### src/rtl/ram74189_access_ctrl_if.sv
// Bus bundle between the two requesters, the 74189 access controller and the RAM pins.
// Handshake: a requester holds *_req (with stable *_we/*_addr/*_wdata) until it sees its one-cycle
// *_gnt; the controller latches the request on that edge and pulses *_done when the access completes.
interface ram74189_access_ctrl_if #(
  parameter int ADDR_W = 4,
  parameter int DATA_W = 4
);
  logic              a_req;
  logic              a_we;
  logic [ADDR_W-1:0] a_addr;
  logic [DATA_W-1:0] a_wdata;
  logic              a_gnt;
  logic              a_done;
  logic [DATA_W-1:0] a_rdata;

  logic              b_req;
  logic              b_we;
  logic [ADDR_W-1:0] b_addr;
  logic [DATA_W-1:0] b_wdata;
  logic              b_gnt;
  logic              b_done;
  logic [DATA_W-1:0] b_rdata;

  logic              ram_cs_n;
  logic              ram_we_n;
  logic [ADDR_W-1:0] ram_addr;
  logic [DATA_W-1:0] ram_din;
  logic [DATA_W-1:0] ram_dout;

  logic              busy;
  logic [1:0]        state;

  // Requesters and RAM side.
  modport master (
    output a_req, a_we, a_addr, a_wdata,
    input  a_gnt, a_done, a_rdata,
    output b_req, b_we, b_addr, b_wdata,
    input  b_gnt, b_done, b_rdata,
    input  ram_cs_n, ram_we_n, ram_addr, ram_din,
    output ram_dout,
    input  busy, state
  );

  // Controller side.
  modport slave (
    input  a_req, a_we, a_addr, a_wdata,
    output a_gnt, a_done, a_rdata,
    input  b_req, b_we, b_addr, b_wdata,
    output b_gnt, b_done, b_rdata,
    output ram_cs_n, ram_we_n, ram_addr, ram_din,
    input  ram_dout,
    output busy, state
  );
endinterface

### src/rtl/ram74189_access_ctrl.sv
// Round-robin two-port sequencer for a 74189-style 16x4 RAM with complemented outputs.
// Every access runs IDLE -> SETUP -> STROBE x STROBE_CYCLES -> HOLD, all outputs registered.
module ram74189_access_ctrl #(
  parameter int ADDR_W        = 4,
  parameter int DATA_W        = 4,
  parameter int STROBE_CYCLES = 2
) (
  input logic                   clk,
  input logic                   reset,
  ram74189_access_ctrl_if.slave bus
);

  localparam logic [1:0] ST_IDLE   = 2'd0;
  localparam logic [1:0] ST_SETUP  = 2'd1;
  localparam logic [1:0] ST_STROBE = 2'd2;
  localparam logic [1:0] ST_HOLD   = 2'd3;

  localparam int              CNT_W    = (STROBE_CYCLES > 1) ? $clog2(STROBE_CYCLES) : 1;
  localparam logic [CNT_W-1:0] CNT_LAST = CNT_W'(STROBE_CYCLES - 1);

  logic [1:0]        state_q,    state_n;
  logic [CNT_W-1:0]  cnt_q,      cnt_n;
  logic              last_b_q,   last_b_n;
  logic              op_b_q,     op_b_n;
  logic              op_we_q,    op_we_n;
  logic [ADDR_W-1:0] addr_q,     addr_n;
  logic [DATA_W-1:0] din_q,      din_n;
  logic              cs_n_q,     cs_n_n;
  logic              we_n_q,     we_n_n;
  logic              a_gnt_q,    a_gnt_n;
  logic              b_gnt_q,    b_gnt_n;
  logic              a_done_q,   a_done_n;
  logic              b_done_q,   b_done_n;
  logic [DATA_W-1:0] a_rdata_q,  a_rdata_n;
  logic [DATA_W-1:0] b_rdata_q,  b_rdata_n;
  logic              busy_q,     busy_n;

  logic grant_a;
  logic grant_b;

  // On a tie the port that was not served last wins; last_b_q=1 means B was served last.
  assign grant_a = bus.a_req & (~bus.b_req | last_b_q);
  assign grant_b = bus.b_req & (~bus.a_req | ~last_b_q);

  always_comb begin
    state_n   = state_q;
    cnt_n     = cnt_q;
    last_b_n  = last_b_q;
    op_b_n    = op_b_q;
    op_we_n   = op_we_q;
    addr_n    = addr_q;
    din_n     = din_q;
    cs_n_n    = cs_n_q;
    we_n_n    = we_n_q;
    a_gnt_n   = 1'b0;
    b_gnt_n   = 1'b0;
    a_done_n  = 1'b0;
    b_done_n  = 1'b0;
    a_rdata_n = a_rdata_q;
    b_rdata_n = b_rdata_q;

    case (state_q)
      ST_IDLE: begin
        cs_n_n = 1'b1;
        we_n_n = 1'b1;
        if (grant_a || grant_b) begin
          state_n  = ST_SETUP;
          op_b_n   = grant_b;
          last_b_n = grant_b;
          a_gnt_n  = grant_a;
          b_gnt_n  = grant_b;
          // The only place the RAM address/data pins may change.
          if (grant_b) begin
            op_we_n = bus.b_we;
            addr_n  = bus.b_addr;
            din_n   = bus.b_wdata;
          end else begin
            op_we_n = bus.a_we;
            addr_n  = bus.a_addr;
            din_n   = bus.a_wdata;
          end
          cs_n_n = 1'b0;
          we_n_n = 1'b1;
        end
      end

      ST_SETUP: begin
        state_n = ST_STROBE;
        cnt_n   = '0;
        cs_n_n  = 1'b0;
        we_n_n  = ~op_we_q;
      end

      ST_STROBE: begin
        if (cnt_q == CNT_LAST) begin
          state_n  = ST_HOLD;
          cs_n_n   = 1'b1;
          we_n_n   = 1'b1;
          a_done_n = ~op_b_q;
          b_done_n = op_b_q;
          // The RAM drives the complement of the stored word.
          if (!op_we_q) begin
            if (op_b_q) b_rdata_n = ~bus.ram_dout;
            else        a_rdata_n = ~bus.ram_dout;
          end
        end else begin
          cnt_n = cnt_q + CNT_W'(1);
        end
      end

      ST_HOLD: begin
        state_n = ST_IDLE;
        cs_n_n  = 1'b1;
        we_n_n  = 1'b1;
      end

      default: begin
        state_n = ST_IDLE;
        cs_n_n  = 1'b1;
        we_n_n  = 1'b1;
      end
    endcase

    busy_n = (state_n != ST_IDLE);
  end

  always_ff @(posedge clk) begin
    if (reset) begin
      state_q   <= ST_IDLE;
      cnt_q     <= '0;
      last_b_q  <= 1'b1;
      op_b_q    <= 1'b0;
      op_we_q   <= 1'b0;
      addr_q    <= '0;
      din_q     <= '0;
      cs_n_q    <= 1'b1;
      we_n_q    <= 1'b1;
      a_gnt_q   <= 1'b0;
      b_gnt_q   <= 1'b0;
      a_done_q  <= 1'b0;
      b_done_q  <= 1'b0;
      a_rdata_q <= '0;
      b_rdata_q <= '0;
      busy_q    <= 1'b0;
    end else begin
      state_q   <= state_n;
      cnt_q     <= cnt_n;
      last_b_q  <= last_b_n;
      op_b_q    <= op_b_n;
      op_we_q   <= op_we_n;
      addr_q    <= addr_n;
      din_q     <= din_n;
      cs_n_q    <= cs_n_n;
      we_n_q    <= we_n_n;
      a_gnt_q   <= a_gnt_n;
      b_gnt_q   <= b_gnt_n;
      a_done_q  <= a_done_n;
      b_done_q  <= b_done_n;
      a_rdata_q <= a_rdata_n;
      b_rdata_q <= b_rdata_n;
      busy_q    <= busy_n;
    end
  end

  assign bus.a_gnt    = a_gnt_q;
  assign bus.b_gnt    = b_gnt_q;
  assign bus.a_done   = a_done_q;
  assign bus.b_done   = b_done_q;
  assign bus.a_rdata  = a_rdata_q;
  assign bus.b_rdata  = b_rdata_q;
  assign bus.ram_cs_n = cs_n_q;
  assign bus.ram_we_n = we_n_q;
  assign bus.ram_addr = addr_q;
  assign bus.ram_din  = din_q;
  assign bus.busy     = busy_q;
  assign bus.state    = state_q;

endmodule

### src/flat_wrapper.sv
// flat-port wrapper written by rule: the top's interface ports become plain ports
module ram74189_access_ctrl_flat 
#(
  parameter int ADDR_W        = 4,
  parameter int DATA_W        = 4,
  parameter int STROBE_CYCLES = 2
)
  (clk, reset, bus_a_req, bus_a_we, bus_a_addr, bus_a_wdata, bus_a_gnt, bus_a_done, bus_a_rdata, bus_b_req, bus_b_we, bus_b_addr, bus_b_wdata, bus_b_gnt, bus_b_done, bus_b_rdata, bus_ram_cs_n, bus_ram_we_n, bus_ram_addr, bus_ram_din, bus_ram_dout, bus_busy, bus_state);
  ram74189_access_ctrl_if #(.ADDR_W(ADDR_W), .DATA_W(DATA_W)) bus_i ();
  input logic clk;
  input logic reset;
  input wire logic [$bits(bus_i.a_req)-1:0] bus_a_req;
  input wire logic [$bits(bus_i.a_we)-1:0] bus_a_we;
  input wire logic [$bits(bus_i.a_addr)-1:0] bus_a_addr;
  input wire logic [$bits(bus_i.a_wdata)-1:0] bus_a_wdata;
  output wire logic [$bits(bus_i.a_gnt)-1:0] bus_a_gnt;
  output wire logic [$bits(bus_i.a_done)-1:0] bus_a_done;
  output wire logic [$bits(bus_i.a_rdata)-1:0] bus_a_rdata;
  input wire logic [$bits(bus_i.b_req)-1:0] bus_b_req;
  input wire logic [$bits(bus_i.b_we)-1:0] bus_b_we;
  input wire logic [$bits(bus_i.b_addr)-1:0] bus_b_addr;
  input wire logic [$bits(bus_i.b_wdata)-1:0] bus_b_wdata;
  output wire logic [$bits(bus_i.b_gnt)-1:0] bus_b_gnt;
  output wire logic [$bits(bus_i.b_done)-1:0] bus_b_done;
  output wire logic [$bits(bus_i.b_rdata)-1:0] bus_b_rdata;
  output wire logic [$bits(bus_i.ram_cs_n)-1:0] bus_ram_cs_n;
  output wire logic [$bits(bus_i.ram_we_n)-1:0] bus_ram_we_n;
  output wire logic [$bits(bus_i.ram_addr)-1:0] bus_ram_addr;
  output wire logic [$bits(bus_i.ram_din)-1:0] bus_ram_din;
  input wire logic [$bits(bus_i.ram_dout)-1:0] bus_ram_dout;
  output wire logic [$bits(bus_i.busy)-1:0] bus_busy;
  output wire logic [$bits(bus_i.state)-1:0] bus_state;
  assign bus_i.a_req = bus_a_req;
  assign bus_i.a_we = bus_a_we;
  assign bus_i.a_addr = bus_a_addr;
  assign bus_i.a_wdata = bus_a_wdata;
  assign bus_a_gnt = bus_i.a_gnt;
  assign bus_a_done = bus_i.a_done;
  assign bus_a_rdata = bus_i.a_rdata;
  assign bus_i.b_req = bus_b_req;
  assign bus_i.b_we = bus_b_we;
  assign bus_i.b_addr = bus_b_addr;
  assign bus_i.b_wdata = bus_b_wdata;
  assign bus_b_gnt = bus_i.b_gnt;
  assign bus_b_done = bus_i.b_done;
  assign bus_b_rdata = bus_i.b_rdata;
  assign bus_ram_cs_n = bus_i.ram_cs_n;
  assign bus_ram_we_n = bus_i.ram_we_n;
  assign bus_ram_addr = bus_i.ram_addr;
  assign bus_ram_din = bus_i.ram_din;
  assign bus_i.ram_dout = bus_ram_dout;
  assign bus_busy = bus_i.busy;
  assign bus_state = bus_i.state;
  ram74189_access_ctrl #(.ADDR_W(ADDR_W), .DATA_W(DATA_W), .STROBE_CYCLES(STROBE_CYCLES)) u_core (.clk(clk), .reset(reset), .bus(bus_i));
endmodule
### config.mk
export PLATFORM = sky130hd
export DESIGN_NAME = ram74189_access_ctrl_flat
export DESIGN_NICKNAME = d
export VERILOG_FILES = /design/src/rtl/ram74189_access_ctrl_if.sv /design/src/rtl/ram74189_access_ctrl.sv /design/src/flat_wrapper.sv
export SDC_FILE = /design/constraint.sdc
export NUM_CORES = 1
export LEC_CHECK = 0
export CAP_MARGIN = 10
export CORE_ASPECT_RATIO = 0.5
export CORE_MARGIN = 2
export CORE_UTILIZATION = 38
export DETAILED_ROUTE_END_ITERATION = 10
export PLACE_DENSITY = 0.85
export SKIP_LAST_GASP = 1
export SYNTH_ARGS = -nofsm -noshare
export SYNTH_HDL_FRONTEND = slang
export SYNTH_SLANG_ARGS = --single-unit
### constraint.sdc
create_clock -name clk -period 1.7 [get_ports clk]
set_clock_uncertainty 0.2 [all_clocks]
set_input_delay 0.34 -clock clk [delete_from_list [all_inputs] [get_ports clk]]
set_output_delay 0.34 -clock clk [all_outputs]
set_load 0.005 [all_outputs]
==> flow_summary.ini <==
[run_status]
outcome = finished clean

[synth]
async_reset_ff_share_pct = 0
synthesis.area_mm2 = 0.001241
synth_edf_count = 0
syn_inst = 120
yosys_warnings = 0
synthFlopType = dfxtp_1
yosysSeqAreaShare_pct = 46.77
syn_nets = 150
yosysUniqueCellTypes = 31
synth_area_per_cell_um2 = 10.34
synth_seq_cells = 29

[worst_hold_path]
hp-class = input pin to register
hold_depth = 3

[finish]
area_delta_synth_final_pct = 60.79
antennaDiodeCount = 0
regArea_um2 = 583.1
nFillCells = 220
multi_input_area_um2 = 639.4
final_cell_mix = clkdlybuf4s50_1, dfxtp_1, nor2_1, mux2i_1, buf_4
final_cells = 220
final_common_cell = clkdlybuf4s50_1
fin_area_mm2 = 0.001996
drive_above_1_share_pct = 20.56
nets = 210

[routing]
postRouteAntennaNets = 0
firstDrtPassIters = 4
vias = 1103
first_iter_violations = 34
drt_wl_total_mm = 3.249
wl_per_cell_um = 14.77
drc_errors = 0
viasPerCell = 5.014

[timing]
worstMarginPinSlew_ps = 379.9
min_period_over_period_pct = 99.10
fmax_ghz = 0.5936
period_needed_ps = 1685
relSlewSlack_pct = 74.50
final_hold_viol_count = 0
whs_ps = 249.0
slew_violations = 0
fin_ws_ps = 15.37
fin_setup_tns_ps = 0
finalSetupViolCount = 0
rsz0062_at_grt = yes

[die]
core_area_mm2 = 0.003065
die_h_um = 44.41
floorplan.initialDensity_pct = 40.49
num_rows = 14
die-area_mm2 = 0.003767
ios = 51
die_x_um = 84.83

[global_route]
grt_use_met2_pct = 31.02
met1_usage_pct = 22.49
grt.busiest_layer = met2
grt_pass1_vias = 1102
grt_pass1_wl_mm = 5.195
antenna_found_initial = 0
grtUsageTotal_pct = 18.23
grt_util_met3_pct = 5.597
grt.overflow.total = 0
grt_max_degree = 19

[placement]
dp_hpwl_mm = 2.263
place_inst = 212
place_congestion = 0.7684
portBuffers = 50
pre_cts_slack_ps = -232.0
postPlaceCellArea_mm2 = 0.001846

[cts]
clock_sinks = 29
clkLatencyLatePin_ps = 280
cts_root_buf = clkbuf_8
cts_tree = done
cts.path.max_buffers = 2
ctsHtreeMaxLevel = 2
cts.hold.buffers_added = 0
clk_pin_slew_ps = 60
cts_buffers = 5

[power_and_ir_drop]
vdd_ir_drop_max_uv = 465.6
p_per_area_mw_per_mm2 = 980.0
leakagePower_uw = 0.0008382

[setup_path]
cp_num_buf_inv = 1
critical-path-top-delay-family = buffers and inverters
worstSetupPathType = register to output port
max_stage_delay_ps = 530
ff2ff_path_depth = 5
crit_fanout = 2
worst-path-stages = 1
r2r_slack_ps = 50
crit_slowest_cell = clkdlybuf4s50_1
worstPathArrival_ps = 1140
critPathCaptureType = output port
crit_required_ps = 1160
worstSetupStartpointType = register
cp_cell_sequence = clkdlybuf4s50_1

[run]
cap_violations = 0
-- final cells by class --
cell class,instances,share of cell area (%)
clock buffers,7,4.326
flip-flops and latches,29,29.22
well taps,40,2.508
multi-input cells,79,32.04
repair buffers,62,31.35
inverters,3,0.5643
-- worst paths after layout --
check,startpoint,end
worst max-delay path,u_core.bus.ram_we_n,bus_ram_we_n
worst min-delay path,bus_b_req,u_core.bus.a_gnt
worst max register to register,u_core.bus.state[0],u_core.bus.b_rdata[2]
worst min register to register,u_core.bus.ram_cs_n,u_core.bus.ram_cs_n
-- layer usage --
metal	wire length, um	part of all wire [%]
met1	1386	43
met2	1661	51
met3	157	4.8
met4	44	1.4
met5	0	0
-- flip-flops by register name (all words and copies together) (netlist names), 2 cells and up --
| signal | cells |
|---|---|
| u_core.bus.a_rdata | 4 |
| u_core.bus.b_rdata | 4 |
| u_core.bus.ram_addr | 4 |
| u_core.bus.ram_din | 4 |
| u_core.bus.state | 2 |
-- Yosys cell counts (2+ instances only) --
library cell,n,share of area [%]
ha_1,4,4.0
mux2i_1,11,8.9
a211oi_1,9,5.4
a211oi_2,8,8.1
buf_6,2,1.8
inv_1,3,0.91
nand2_1,2,0.61
buf_2,5,2.0
nor2_1,22,6.7
clkbuf_1,2,0.61
dfxtp_1,29,47
a21oi_1,4,1.6
-- metrics by stage --
step	util, %	power, uW
after detailed placement	60.20	1355
after global routing	65.10	2040
after global placement	60.20	1335
after floorplan	-	1074
after CTS	63.06	1919
final	65.10	1956
-- kinds of logic after synthesis --
group                      Yosys count  synth area share, %
AOI/OAI and AO/OA                   30                21.27
adders and majority gates            4                4.032
buffers and inverters               12                5.342
DFF                                 29                46.77
muxes                               11                8.871
and+or+nand+nor                     34                13.71
-- what timing repair did --
item | 4_1_cts | 5_1_grt
resized for setup | 4 | 14
endpoints found under the setup margin | 4 | 14
setup buffers | 0 | 1
pin swaps | 0 | 2
-- power breakdown --
group | internal (uW) | total, uW | switching, uW
Sequential | 753 | 793 | 40.4
Combinational | 336 | 593 | 258
Clock | 320 | 569 | 249
Total | 1410 | 1960 | 547
(Power assumes the default switching activity.)
